File: src/rtl/seq_sub_pkg.sv
// Shared definitions for the sequential subtractor: FSM state encoding,
// default operand/slice widths and the slice-counter width helper.
package seq_sub_pkg;

    typedef enum logic [1:0] {
        IDLE = 2'd0,
        RUN  = 2'd1,
        DONE = 2'd2
    } state_e;

    localparam int DEF_WIDTH = 64;
    localparam int DEF_SLICE = 16;

    // Counter width for NSLICE slices; never narrower than one bit.
    function automatic int cnt_width(input int nslice);
        if (nslice <= 2) begin
            return 1;
        end
        return $clog2(nslice);
    endfunction

endpackage

File: src/rtl/seq_sub_64bit_cla_slice.sv
// cla_slice: combinational SLICE-bit carry-lookahead adder, s = x + y + ci.
// Bits are grouped in fours; each group resolves its internal carries and
// its group generate/propagate, and group carries are chained by lookahead.
module cla_slice #(
    parameter int SLICE = 16
) (
    input  logic [SLICE-1:0] x,
    input  logic [SLICE-1:0] y,
    input  logic             ci,
    output logic [SLICE-1:0] s,
    output logic             co
);

    localparam int NG = SLICE / 4;

    logic [SLICE-1:0] g;
    logic [SLICE-1:0] p;
    logic [SLICE-1:0] c;
    logic [NG:0]      gc;
    logic [NG-1:0]    grp_g;
    logic [NG-1:0]    grp_p;

    assign g = x & y;
    assign p = x | y;

    // Per-group lookahead terms and the group-carry chain.
    always_comb begin
        c     = '0;
        gc    = '0;
        grp_g = '0;
        grp_p = '0;
        gc[0] = ci;
        for (int j = 0; j < NG; j++) begin
            c[4*j]     = gc[j];
            c[4*j+1]   = g[4*j] | (p[4*j] & gc[j]);
            c[4*j+2]   = g[4*j+1] | (p[4*j+1] & g[4*j])
                       | (p[4*j+1] & p[4*j] & gc[j]);
            c[4*j+3]   = g[4*j+2] | (p[4*j+2] & g[4*j+1])
                       | (p[4*j+2] & p[4*j+1] & g[4*j])
                       | (p[4*j+2] & p[4*j+1] & p[4*j] & gc[j]);
            grp_g[j]   = g[4*j+3] | (p[4*j+3] & g[4*j+2])
                       | (p[4*j+3] & p[4*j+2] & g[4*j+1])
                       | (p[4*j+3] & p[4*j+2] & p[4*j+1] & g[4*j]);
            grp_p[j]   = &p[4*j +: 4];
            gc[j+1]    = grp_g[j] | (grp_p[j] & gc[j]);
        end
    end

    assign s  = x ^ y ^ c;
    assign co = gc[NG];

endmodule

File: src/rtl/seq_sub_64bit.sv
// seq_sub_64bit: multi-cycle subtractor, diff = a - b, computed as a + ~b + 1
// one SLICE-bit chunk per clock with the inter-slice carry held in a flop.
// Optional macro SEQ_SUB_OVF_EN adds the signed-overflow output ovf.
module seq_sub_64bit
    import seq_sub_pkg::*;
#(
    parameter int WIDTH = DEF_WIDTH,
    parameter int SLICE = DEF_SLICE
) (
    input  logic             clk,
    input  logic             rst_n,
    input  logic             start,
    input  logic [WIDTH-1:0] a,
    input  logic [WIDTH-1:0] b,
    output logic             busy,
    output logic             done,
    output logic [WIDTH-1:0] diff,
    output logic             bout,
`ifdef SEQ_SUB_OVF_EN
    output logic             ovf,
`endif
    output logic             zero
);

    localparam int NSLICE = WIDTH / SLICE;
    localparam int CW     = cnt_width(NSLICE);
    localparam logic [CW-1:0] LAST = CW'(NSLICE - 1);

    state_e           state_q, state_d;
    logic [CW-1:0]    cnt_q, cnt_d;
    logic             carry_q, carry_d;
    logic [WIDTH-1:0] opa_q, opa_d;
    logic [WIDTH-1:0] opb_q, opb_d;
    logic [WIDTH-1:0] diff_q, diff_d;
    logic             bout_q, bout_d;
    logic             zero_q, zero_d;
`ifdef SEQ_SUB_OVF_EN
    logic             ovf_q, ovf_d;
`endif

    logic [SLICE-1:0] slice_x, slice_y, slice_s;
    logic             slice_co;

    assign slice_x = opa_q[cnt_q*SLICE +: SLICE];
    assign slice_y = opb_q[cnt_q*SLICE +: SLICE];

    cla_slice #(.SLICE(SLICE)) u_slice (
        .x  (slice_x),
        .y  (slice_y),
        .ci (carry_q),
        .s  (slice_s),
        .co (slice_co)
    );

    // Next-state logic: operand capture, per-slice accumulate, final flags.
    always_comb begin
        state_d = state_q;
        cnt_d   = cnt_q;
        carry_d = carry_q;
        opa_d   = opa_q;
        opb_d   = opb_q;
        diff_d  = diff_q;
        bout_d  = bout_q;
        zero_d  = zero_q;
`ifdef SEQ_SUB_OVF_EN
        ovf_d   = ovf_q;
`endif
        case (state_q)
            IDLE, DONE: begin
                if (start) begin
                    // Subtrahend is stored inverted; carry-in of 1 completes ~b + 1.
                    opa_d   = a;
                    opb_d   = ~b;
                    carry_d = 1'b1;
                    cnt_d   = '0;
                    state_d = RUN;
                end else begin
                    state_d = IDLE;
                end
            end
            RUN: begin
                diff_d[cnt_q*SLICE +: SLICE] = slice_s;
                carry_d = slice_co;
                cnt_d   = cnt_q + CW'(1);
                if (cnt_q == LAST) begin
                    bout_d  = ~slice_co;
                    zero_d  = (diff_d == '0);
`ifdef SEQ_SUB_OVF_EN
                    // opb_q holds ~b, so the original b MSB is its inverse.
                    ovf_d   = (opa_q[WIDTH-1] != ~opb_q[WIDTH-1])
                            && (diff_d[WIDTH-1] != opa_q[WIDTH-1]);
`endif
                    state_d = DONE;
                end
            end
            default: state_d = IDLE;
        endcase
    end

    // State and datapath registers; reset clears everything and aborts a run.
    always_ff @(posedge clk or negedge rst_n) begin
        if (!rst_n) begin
            state_q <= IDLE;
            cnt_q   <= '0;
            carry_q <= 1'b0;
            opa_q   <= '0;
            opb_q   <= '0;
            diff_q  <= '0;
            bout_q  <= 1'b0;
            zero_q  <= 1'b0;
`ifdef SEQ_SUB_OVF_EN
            ovf_q   <= 1'b0;
`endif
        end else begin
            state_q <= state_d;
            cnt_q   <= cnt_d;
            carry_q <= carry_d;
            opa_q   <= opa_d;
            opb_q   <= opb_d;
            diff_q  <= diff_d;
            bout_q  <= bout_d;
            zero_q  <= zero_d;
`ifdef SEQ_SUB_OVF_EN
            ovf_q   <= ovf_d;
`endif
        end
    end

    assign busy = (state_q == RUN);
    assign done = (state_q == DONE);
    assign diff = diff_q;
    assign bout = bout_q;
    assign zero = zero_q;
`ifdef SEQ_SUB_OVF_EN
    assign ovf  = ovf_q;
`endif

endmodule

File: config.mk
export PLATFORM = sky130hd
export DESIGN_NAME = seq_sub_64bit
export DESIGN_NICKNAME = d
export VERILOG_FILES = /design/src/rtl/seq_sub_pkg.sv /design/src/rtl/seq_sub_64bit_cla_slice.sv /design/src/rtl/seq_sub_64bit.sv
export SDC_FILE = /design/constraint.sdc
export NUM_CORES = 1
export LEC_CHECK = 0
export CELL_PAD_IN_SITES_DETAIL_PLACEMENT = 0
export CELL_PAD_IN_SITES_GLOBAL_PLACEMENT = 1
export CORE_AREA = 2 2 178 145
export CTS_CLUSTER_SIZE = 12
export DETAILED_ROUTE_END_ITERATION = 10
export DIE_AREA = 0 0 180 147
export GPL_TIMING_DRIVEN = 0
export PLACE_DENSITY = 0.87
export SLEW_MARGIN = 20
export SYNTH_ARGS = -nofsm -noshare
export SYNTH_HDL_FRONTEND = slang
export SYNTH_SLANG_ARGS = --single-unit
File: constraint.sdc
create_clock -name clk -period 7.4 [get_ports clk]
set_input_delay 1.85 -clock clk [delete_from_list [all_inputs] [get_ports clk]]
set_output_delay 1.85 -clock clk [all_outputs]
set_load 0.02 [all_outputs]
---- Word-level counts from Yosys, hierarchy flattened ----
Cells that the tools add are included.
storage, ports and cells
  register bits ........................... 199
  bits in latches ......................... 0
  RAM bits ................................ 0
  memory bits (read-only) ................. 0
  input port bits ......................... 131
  output and inout bits ................... 68
  logic and storage cells ................. 144
  memories kept ........................... 0
operators by class
  add/sub/neg operators ................... 2
  multiply operators ...................... 0
  divide/modulo/power cells ............... 0
  $lt $le $gt $ge ......................... 0
  equality and inequality tests ........... 5
  shift-type cells ........................ 4
  muxes and demuxes ....................... 8
  bitwise logic cells ..................... 106
  reductions and logical operators ........ 11
operators with widths
  kind                                                     number
  variable part select 64 x 7 -> 16 bit                    2
  bitwise mux 64 bit                                       1
  logical NOT 64 bit                                       1
  NOT 64 bit                                               1
  variable shift 16 x 34 -> 64 bit (first input constant)  1
  variable part select 16 x 34 -> 64 bit                   1
  AND 1 bit                                                60
  bitwise OR 1 bit                                         40
  negation 6 -> 34 bit                                     1
  XOR 16 bit                                               2
  AND 16 bit                                               1
  bitwise OR 16 bit                                        1
  AND reduction 4 bit                                      4
  one-hot mux 2 bit (2 select lines)                       2
  AND reduction 2 bit                                      3
  == test 2 bit (second input constant)                    2
  two-way mux 2 bit                                        2
  adder 2 x 1 -> 2 bit (second input constant)             1
  == test 2 x 1 -> 1 bit (second input constant)           1
  logical NOT 2 bit                                        1
  two-way mux 1 bit                                        2
  inequality test 2 x 1 -> 1 bit (second input constant)   1
  inequality test 2 bit (second input constant)            1
  one-hot mux 1 bit (2 select lines)                       1
  other kinds (3)                                          3

---- Depth between registers and ports, before layout ----
Gate-level depths: netlist (run 1).
  depth after elaboration ................. 17
  gate-level depth with buffers ........... 19
  depth with buffers taken out ............ 16

---- Hierarchy ----
Synthesis (run 1) repeated with hierarchy kept, for this count alone.
second synthesis, totals
  cell total of the unflattened synthesis .. 775
  area, all modules ....................... 9,467.8 um^2
by module, submodules not included
  module         instances  cells each  area an instance (um^2)  seq. area each (um^2)
  seq_sub_64bit  1          631         8,380.5                  4,979.8
  cla_slice      1          144         1,087.3                  0.0

---- Worst setup path before layout (run 1) ----
Ideal clock, no wire load.
  kind .................................... register to register
  start point ............................. register cnt_q[0]
  end point ............................... register zero_q, in the netlist zero
  setup time .............................. 76 ps
  arrival time ............................ 5,098 ps
  data required time ...................... 7,324 ps
  path slack .............................. 2,225 ps
  stages on the path, launching flop included .. 19
  path buffers ............................ 3
  period minus slack after synthesis ...... 5,175 ps
  cell sequence ........................... dfrtp_1 buf_2 buf_2 buf_1 mux4_2 ha_1 nor2b_1 a211oi_2 a21oi_1 o21bai_1 nand2_1 fa_1 xnor2_1 nand2_1 a22o_1 a2111o_1 or4_1 a2111o_1 o21ai_1
on the way
  cells in the longest elaborated chain, start to end .. 17
  elaborated cells on any way between the ends .. 106
  those cells by class .................... 1 x add/sub; 1 x eq/ne; 4 x shift; 1 x mux; 94 x bitwise; 5 x reduce/logical
RTL lines
  what                                                             RTL line                                                                                     RTL
  start, declared                                                  seq_sub_64bit.sv:30                                                                          logic [CW-1:0] cnt_q, cnt_d;
  start signal, assigned                                           seq_sub_64bit.sv:116                                                                         cnt_q <= cnt_d;
  variable part select 64 x 7 -> 16 bit, on equally long branches  seq_sub_64bit.sv:44, seq_sub_64bit.sv:45
  bitwise OR 16 bit or AND 16 bit (tied branches)                  seq_sub_64bit_cla_slice.sv:24, seq_sub_64bit_cla_slice.sv:23
  AND 1 bit, on equally long branches                              seq_sub_64bit_cla_slice.sv:41, seq_sub_64bit_cla_slice.sv:42, seq_sub_64bit_cla_slice.sv:43
  bitwise OR 1 bit (tied with other cells)                         seq_sub_64bit_cla_slice.sv:41                                                                grp_g[j] = g[4*j+3] | (p[4*j+3] & g[4*j+2])
  bitwise OR 1 bit or AND 1 bit (tied branches)                    seq_sub_64bit_cla_slice.sv:42, seq_sub_64bit_cla_slice.sv:43
  bitwise OR 1 bit                                                 seq_sub_64bit_cla_slice.sv:43                                                                | (p[4*j+3] & p[4*j+2] & p[4*j+1] & g[4*j]);
  bitwise OR 1 bit                                                 seq_sub_64bit_cla_slice.sv:45                                                                gc[j+1] = grp_g[j] | (grp_p[j] & gc[j]);
  AND 1 bit                                                        seq_sub_64bit_cla_slice.sv:45
  bitwise OR 1 bit                                                 seq_sub_64bit_cla_slice.sv:45
  AND 1 bit                                                        seq_sub_64bit_cla_slice.sv:45
  bitwise OR 1 bit                                                 seq_sub_64bit_cla_slice.sv:45
  AND 1 bit, on equally long branches                              seq_sub_64bit_cla_slice.sv:35, seq_sub_64bit_cla_slice.sv:37, seq_sub_64bit_cla_slice.sv:40
  bitwise OR 1 bit, on equally long branches                       seq_sub_64bit_cla_slice.sv:35, seq_sub_64bit_cla_slice.sv:37, seq_sub_64bit_cla_slice.sv:40
  XOR 16 bit                                                       seq_sub_64bit_cla_slice.sv:49                                                                assign s = x ^ y ^ c;
  variable part select 16 x 34 -> 64 bit                           seq_sub_64bit.sv:82                                                                          diff_d[cnt_q*SLICE +: SLICE] = slice_s;
  bitwise mux 64 bit                                               seq_sub_64bit.sv:82
  logical NOT 64 bit                                               seq_sub_64bit.sv:87                                                                          zero_d = (diff_d == '0);
  end signal, assigned                                             seq_sub_64bit.sv:122                                                                         zero_q <= zero_d;
  end, declared                                                    seq_sub_64bit.sv:36                                                                          logic zero_q, zero_d;
Parallel ways exist; a longest one is shown, timed or not.
A chain may end at the register's enable or synchronous reset.

---- Final worst setup path (run 1) ----
Same ends and word-level chain as after synthesis.

==> results of run 1 <==
[logic make-up (layout without fill, tap and decap cells)]
family,after synthesis,count (layout)
and+or+nand+nor,411,411
AOI/OAI and AO/OA,206,206
DFF,199,199
buffers and inverters,94,326
adders and majority gates,42,42
muxes,34,34
xor gates and xnor gates,7,7
[final cells by class]
type,count,share of cell area (%)
Clock inverter,11,0.966
Timing Repair Buffer,200,15.9
Buffer,47,1.48
Multi-Input combinational cell,700,34.5
Sequential cell,199,38.8
Tap cell,324,3.16
Inverter,47,1.38
Clock buffer,21,3.75
[cell usage after synthesis (6+ instances only)]
| library cell | count | area [µm²] |
|---|---|---|
| dfrtp_1 | 199 | 4980 |
| nor4_1 | 15 | 93.8 |
| a21oi_1 | 18 | 90.1 |
| o211ai_1 | 7 | 52.6 |
| buf_1 | 6 | 22.5 |
| nor2b_1 | 12 | 75.1 |
| a22o_1 | 26 | 228 |
| inv_1 | 47 | 176 |
| o21ai_0 | 110 | 551 |
| nor2_1 | 23 | 86.3 |
| nor3_1 | 10 | 50.1 |
| mux4_2 | 32 | 721 |
| nand2_1 | 314 | 1180 |
| clkbuf_1 | 35 | 131 |
| nand2b_1 | 6 | 37.5 |
| ha_1 | 38 | 475 |
[routing by layer]
layer	part of all wire [%]	track usage [%]	vias to the layer above
met4	2.3	6.83	2
met2	45	36.2	321
li1	-	-	3875
met3	6.8	5.23	42
met1	45	32.6	4134
met5	0.044	0	-
[report_power, final]
| part | internal (mW) | leakage (nW) | switching [mW] |
|---|---|---|---|
| registers | 1.55 | 2.55 | 0.301 |
| clock network | 0.514 | 0.297 | 0.438 |
| logic | 1.62 | 2.97 | 2.77 |
[worst max-delay path, delay by kind of cell, from the launching register on]
family          cells  cell delay [ps]
buf+inv             3             1260
fa+ha+maj           2              650
flops               1              410
xor+xnor            1              730
mux                 1              650
compound gates      7             1990
simple gates        4              830
[through the flow]
stage,setup TNS (ps),std cells,area (µm²),setup WS (ps),hold WS (ps)
after CTS,0,1549,12800,743,476
after global routing,0,1549,12800,325,495
final,0,1549,12800,798,473
after global placement,-763730,1515,12200,-3850,452
after detailed placement,0,1517,12200,769,457
after floorplan,0,993,9770,2230,440
[state kept, by name, indices dropped and copies added, names as in the netlist]
signal / flops
bout: 1
carry_q: 1
cnt_q: 2
diff: 64
opa_q: 64
opb_q: 64
state_q: 2
zero: 1
[cells in the final DEF (no fill, tap or decap), drive strengths merged, types with 4 or more instances in the layout]
master | netlist | final
nor2 | 23 | 23
nor3 | 10 | 10
nand2b | 6 | 6
nand4 | 5 | 5
o21ai | 111 | 111
a32o | 4 | 4
clkbuf | 35 | 56
clkdlybuf4s50 | 0 | 197
mux4 | 32 | 32
nand3 | 4 | 4
xnor2 | 4 | 4
o211ai | 7 | 7
o31a | 4 | 4
or2 | 4 | 4
buf | 12 | 15
a22o | 26 | 26
fa | 4 | 4
nand2 | 314 | 314
nor2b | 13 | 13
inv | 47 | 55
dfrtp | 199 | 199
o311a | 4 | 4
nor4 | 15 | 15
a21oi | 18 | 18
ha | 38 | 38
[how the worst max path moves through the flow]
| stage | from | endpoint | slack [ps] | cells after the start |
|---|---|---|---|---|
| 2_1_floorplan | cnt_q[0]$_DFFE_PN0P_ | zero$_DFFE_PN0P_ | 2230 | 18 |
| 3_3_place_gp | rst_n | opb_q[33]$_DFFE_PN0P_ | -3850 | 1 |
| 3_5_place_dp | cnt_q[0]$_DFFE_PN0P_ | zero$_DFFE_PN0P_ | 770 | 18 |
| 4_1_cts | cnt_q[0]$_DFFE_PN0P_ | zero$_DFFE_PN0P_ | 740 | 18 |
| 5_1_grt | cnt_q[0]$_DFFE_PN0P_ | zero$_DFFE_PN0P_ | 320 | 18 |
| 6_report | cnt_q[0]$_DFFE_PN0P_ | zero$_DFFE_PN0P_ | 800 | 18 |
==> run summary, run 1 <==
Status -> finished clean
Number of fill cells -> 2271
Post-synth EDFFs -> 0
Fin Clk Skew -> 10.1 ps
Synth Area per Inst -> 9.84 µm²
# DRC -> 0
Vias in the first global route -> 8356
First-pass detailed-route iteration total -> 5
FMAX -> 151 MHz
Hold Crit Class -> reg2reg
Synth Area in Simple Gates -> 17.9%
Least-Margin Pin Slew -> 1050 ps
CTS tree -> built
Synth Area in XOR/XNOR -> 0.627%
GRT Util Overall -> 23.2%
Peak supply drop -> 0.000352 V
CTS Buffer Depth -> 2
Rel. slew slack -> 30.1%
Yosys warning count -> 0
Critical R2R Launch -> cnt_q[0]$_DFFE_PN0P_
Synth Area in Compound Gates -> 13.5%
Violation count after the first detailed-routing iteration -> 604
Largest net degree at the start of global routing -> 70
Mapped cell area -> 9770 µm²
CP Launch Type -> flip-flop
Root buffer cell -> clkbuf_16
Global-route wire length before repair -> 47100 µm
Final design utilization -> 51.7%
Distinct cell type count after synthesis -> 66
Critical Path End Type -> flip-flop
Via density -> 5.41
R2r worst-path depth -> 18
Post-DP HPWL -> 22700 µm
Period utilization -> 89.2%
Worst Hold Launch -> opa_q[44]$_DFFE_PN0P_
Final Hold Vio Count -> 0
CTS Buf Count -> 17
Io pins -> 199
Initial core utilization -> 39.4%
CTS resizes -> 0
Area grow syn2layout -> 31.2%
Main synth FF type -> dfrtp_1
Register Area -> 4980 µm²
Async SR Flop Fraction -> 100%
IO Port Bufs -> 198
Inserted Diodes -> 0
Finish-stage setup viols -> 0
Num Clock Sinks -> 199
Die width -> 180 µm
Cell Pwr Density -> 561 nW/µm²
Synthesized instance count -> 993
Final Critical Period -> 6600 ps
Mux contribution to synthesized area -> 7.58%
Area of the multi-input gates -> 4430 µm²
Total gr overflow -> 0
Critical Path RT -> 7760 ps
Clock slew seen by the registers of the worst setup and hold paths -> 80 ps
Flops & latches, synth -> 199
R2r setup slk -> 800 ps
Reg-to-reg endpoint -> zero$_DFFE_PN0P_
Wire length per cell -> 19.2 µm
Placer Congestion -> 0.903
Setup CP Type -> reg2reg
WP data arrival -> 6960 ps
Routed wire length -> 29800 µm
Hold path endpoint -> opa_q[44]$_DFFE_PN0P_
Largest family of logic cells by synthesized area -> simple AND/OR/NAND/NOR gates
Hold buffer count at cts -> 0
# nets final -> 1385
Post-DRT Antenna Nets -> 0
CP cell instances -> buf_2 > buf_2 > buf_1 > mux4_2 > ha_1 > nor2b_1 > a211oi_2 > a21oi_1 > o21bai_1 > nand2_1 > fa_1 > xnor2_1 > nand2_1 > a22o_1 > a2111o_1 > or4_1 > a2111o_1 > o21ai_1
Share of cells above drive strength 1 -> 6.86%
Floorplan core area -> 24800 µm²
# rows -> 52
Critical Path Max Stage Delay -> 740 ps
Syn Nets -> 1166
Die Area -> 26500 µm²
Max-Cap Viols -> 0
Tot Pwr -> 7.19 mW
CP max-delay cell -> buf_1
Leakage power total -> 5.82 nW
Synth Area in Adders -> 5.68%
Seq/Total Area, Yosys -> 51.0%
Initial antenna violation count -> 1
RSZ-0062 raised after global routing -> false
Die H -> 147 µm
Vias after detailed routing -> 8374
Post-CTS setup buffer count -> 0
Number of H-tree levels -> 4
Worst-path maximum fanout -> 10
Hold path depth -> 2
Final Max Tran Viols -> 0
Clock Latency Late Sink -> 440 ps
Power figures use the tool's default switching activity.
==> inputs of run 2 (changes only) <==
CORE_AREA = 2 2 176 144   (was 2 2 178 145)
CTS_BUF_LIST = sky130_fd_sc_hd__clkbuf_8   (was default)
DIE_AREA = 0 0 178 146   (was 0 0 180 147)
PLACE_DENSITY = 0.89   (was 0.87)
==> run summary, run 2 (synthesis gave the netlist of run 1 again) <==
Critical Path End Type -> flip-flop
Violation count after the first detailed-routing iteration -> 562 (-7.0%)
Root buffer cell -> clkbuf_8
Num Clock Sinks -> 199 (unchanged)
Final design utilization -> 52.5% (+0.74 points)
CTS resizes -> 0 (unchanged)
RSZ-0062 raised after global routing -> false
Hold path depth -> 2 (unchanged)
Final Max Tran Viols -> 0 (unchanged)
Worst-path maximum fanout -> 10 (unchanged)
Clock Latency Late Sink -> 500 ps (+60 ps)
CP cell instances -> buf_2 > buf_2 > buf_1 > mux4_2 > ha_1 > nor2b_1 > a211oi_2 > a21oi_1 > o21bai_1 > nand2_1 > fa_1 > xnor2_1 > nand2_1 > a22o_1 > a2111o_1 > or4_1 > a2111o_1 > o21ai_1
Setup CP Type -> reg2reg
IO Port Bufs -> 198 (unchanged)
Post-DRT Antenna Nets -> 0 (unchanged)
Die width -> 178 µm (-1.1%)
CTS tree -> built
Clock slew seen by the registers of the worst setup and hold paths -> 110 ps (+30 ps)
CTS Buffer Depth -> 2 (unchanged)
Status -> finished clean
Commonest non-fill, non-tap cell in the layout -> nand2_1
Wire length per cell -> 18.9 µm (-1.9%)
Commonest non-fill, non-tap cells in the layout -> 314 x nand2_1, 199 x dfrtp_1, 197 x clkdlybuf4s50_1, 110 x o21ai_0, 47 x inv_1
Post-CTS setup buffer count -> 0 (unchanged)
Finish-stage setup viols -> 0 (unchanged)
Die H -> 146 µm (-0.68%)
Initial core utilization -> 40.6% (+1.2 points)
Number of fill cells -> 2188 (-3.7%)
Floorplan core area -> 24100 µm² (-3.0%)
Vias in the first global route -> 8219 (-1.6%)
Number of H-tree levels -> 4 (unchanged)
First-pass detailed-route iteration total -> 5 (unchanged)
Setup TNS -> 0 ps (unchanged)
Rel. slew slack -> 27.4% (-2.7 points)
CP Launch Type -> flip-flop
FMAX -> 151 MHz (-0.29%)
Placed inst area -> 12200 µm² (about the same)
Largest net degree at the start of global routing -> 82 (+17%)
Register Area -> 4980 µm² (unchanged)
# DRC -> 0 (unchanged)
Final Hold Vio Count -> 0 (unchanged)
Period utilization -> 89.5% (+0.26 points)
Area grow syn2layout -> 29.2%
Vias after detailed routing -> 8278 (-1.1%)
Critical Path RT -> 7820 ps (+60 ps)
CP max-delay cell -> buf_1
Final Critical Period -> 6620 ps (+19.4 ps)
Max-Cap Viols -> 0 (unchanged)
# nets final -> 1385 (unchanged)
Area of the multi-input gates -> 4430 µm² (unchanged)
Fin area -> 12600 µm² (-1.6%)
Worst hold slack -> 482 ps (+8.99 ps)
WP data arrival -> 7050 ps (+90 ps)
Leakage power total -> 5.72 nW (-1.6%)
Io pins -> 199 (unchanged)
GRT Util Overall -> 23.3% (+0.16 points)
Hold Crit Class -> reg2reg
Share of cells above drive strength 1 -> 6.86% (unchanged)
Inserted Diodes -> 0 (unchanged)
Routed wire length -> 29100 µm (-2.3%)
# rows -> 51 (-1.9%)
Via density -> 5.36 (-0.76%)
Die Area -> 26000 µm² (-1.8%)
Critical Path Max Stage Delay -> 760 ps (+20 ps)
Fin Clk Skew -> 20.2 ps (+10.1 ps)
Tot Pwr -> 6.94 mW (-3.5%)
R2r setup slk -> 780 ps (-20 ps)
R2r worst-path depth -> 18 (unchanged)
Post-DP HPWL -> 22500 µm (-0.81%)
CTS Buf Count -> 17 (unchanged)
Initial antenna violation count -> 2 (+1)
Global-route wire length before repair -> 46300 µm (-1.6%)
Total gr overflow -> 0 (unchanged)
Hold buffer count at cts -> 0 (unchanged)
Cell Pwr Density -> 550 nW/µm² (-1.9%)
Peak supply drop -> 0.000277 V (-21%)
Least-Margin Pin Slew -> 1080 ps (+33.3 ps)
Placer Congestion -> 0.881 (-2.4%)
==> run 2: cell types whose count changed in the layout (fill, tap and decap cells not counted) <==
cell / delta
inv_8: +2
clkbuf_8: +13
clkinv_8: +2
clkinv_4: +1
inv_6: -2
clkbuf_16: -17
clkinvlp_4: +1
==> run 2: report_power, final <==
| group | internal [mW] | switching [mW] |
|---|---|---|
| combinational | 1.63 | 2.74 |
| sequential | 1.54 | 0.303 |
| clock | 0.287 | 0.444 |
==> run 2: stage by stage <==
step	cells	worst slack [ps]
2_1_floorplan	993	2230
3_3_place_gp	1509	-3760
3_5_place_dp	1511	814
4_1_cts	1543	714
5_1_grt	1543	382
6_report	1543	778
==> run 2: area by class of cell <==
| class | instances | share of cell area, % |
|---|---|---|
| Tap cell | 318 | 3.15 |
| Inverter | 47 | 1.40 |
| Sequential cell | 199 | 39.4 |
| Multi-Input combinational cell | 700 | 35.1 |
| Timing Repair Buffer | 200 | 16.2 |
| Buffer | 47 | 1.51 |
| Clock inverter | 15 | 1.41 |
| Clock buffer | 17 | 1.85 |
==> run 2: critical path: cells and delay by family, from the launching register on <==
family	cells	cell delay (ps)
compound gates	7	1980
xor+xnor	1	730
fa+ha+maj	2	650
buf+inv	3	1270
flops	1	420
mux	1	650
simple gates	4	830
==> run 2: worst paths after layout <==
check                                      startpoint                    end
worst max-delay path             cnt_q[0]$_DFFE_PN0P_       zero$_DFFE_PN0P_
worst min-delay path            opa_q[57]$_DFFE_PN0P_  opa_q[57]$_DFFE_PN0P_
worst max register to register   cnt_q[0]$_DFFE_PN0P_       zero$_DFFE_PN0P_
worst min register to register  opa_q[57]$_DFFE_PN0P_  opa_q[57]$_DFFE_PN0P_
max in group asynchronous                       rst_n   diff[11]$_DFFE_PN0P_
min in group asynchronous                       rst_n  opa_q[21]$_DFFE_PN0P_
==> run 2: routing by layer <==
layer  vias up  share of wire (%)  track usage (%)
met1      4061                 45             33.1
met4         4                1.6             5.33
li1       3864                  -                -
met5         -              0.076                0
met3        44                7.5             5.43
met2       305                 46             36.4
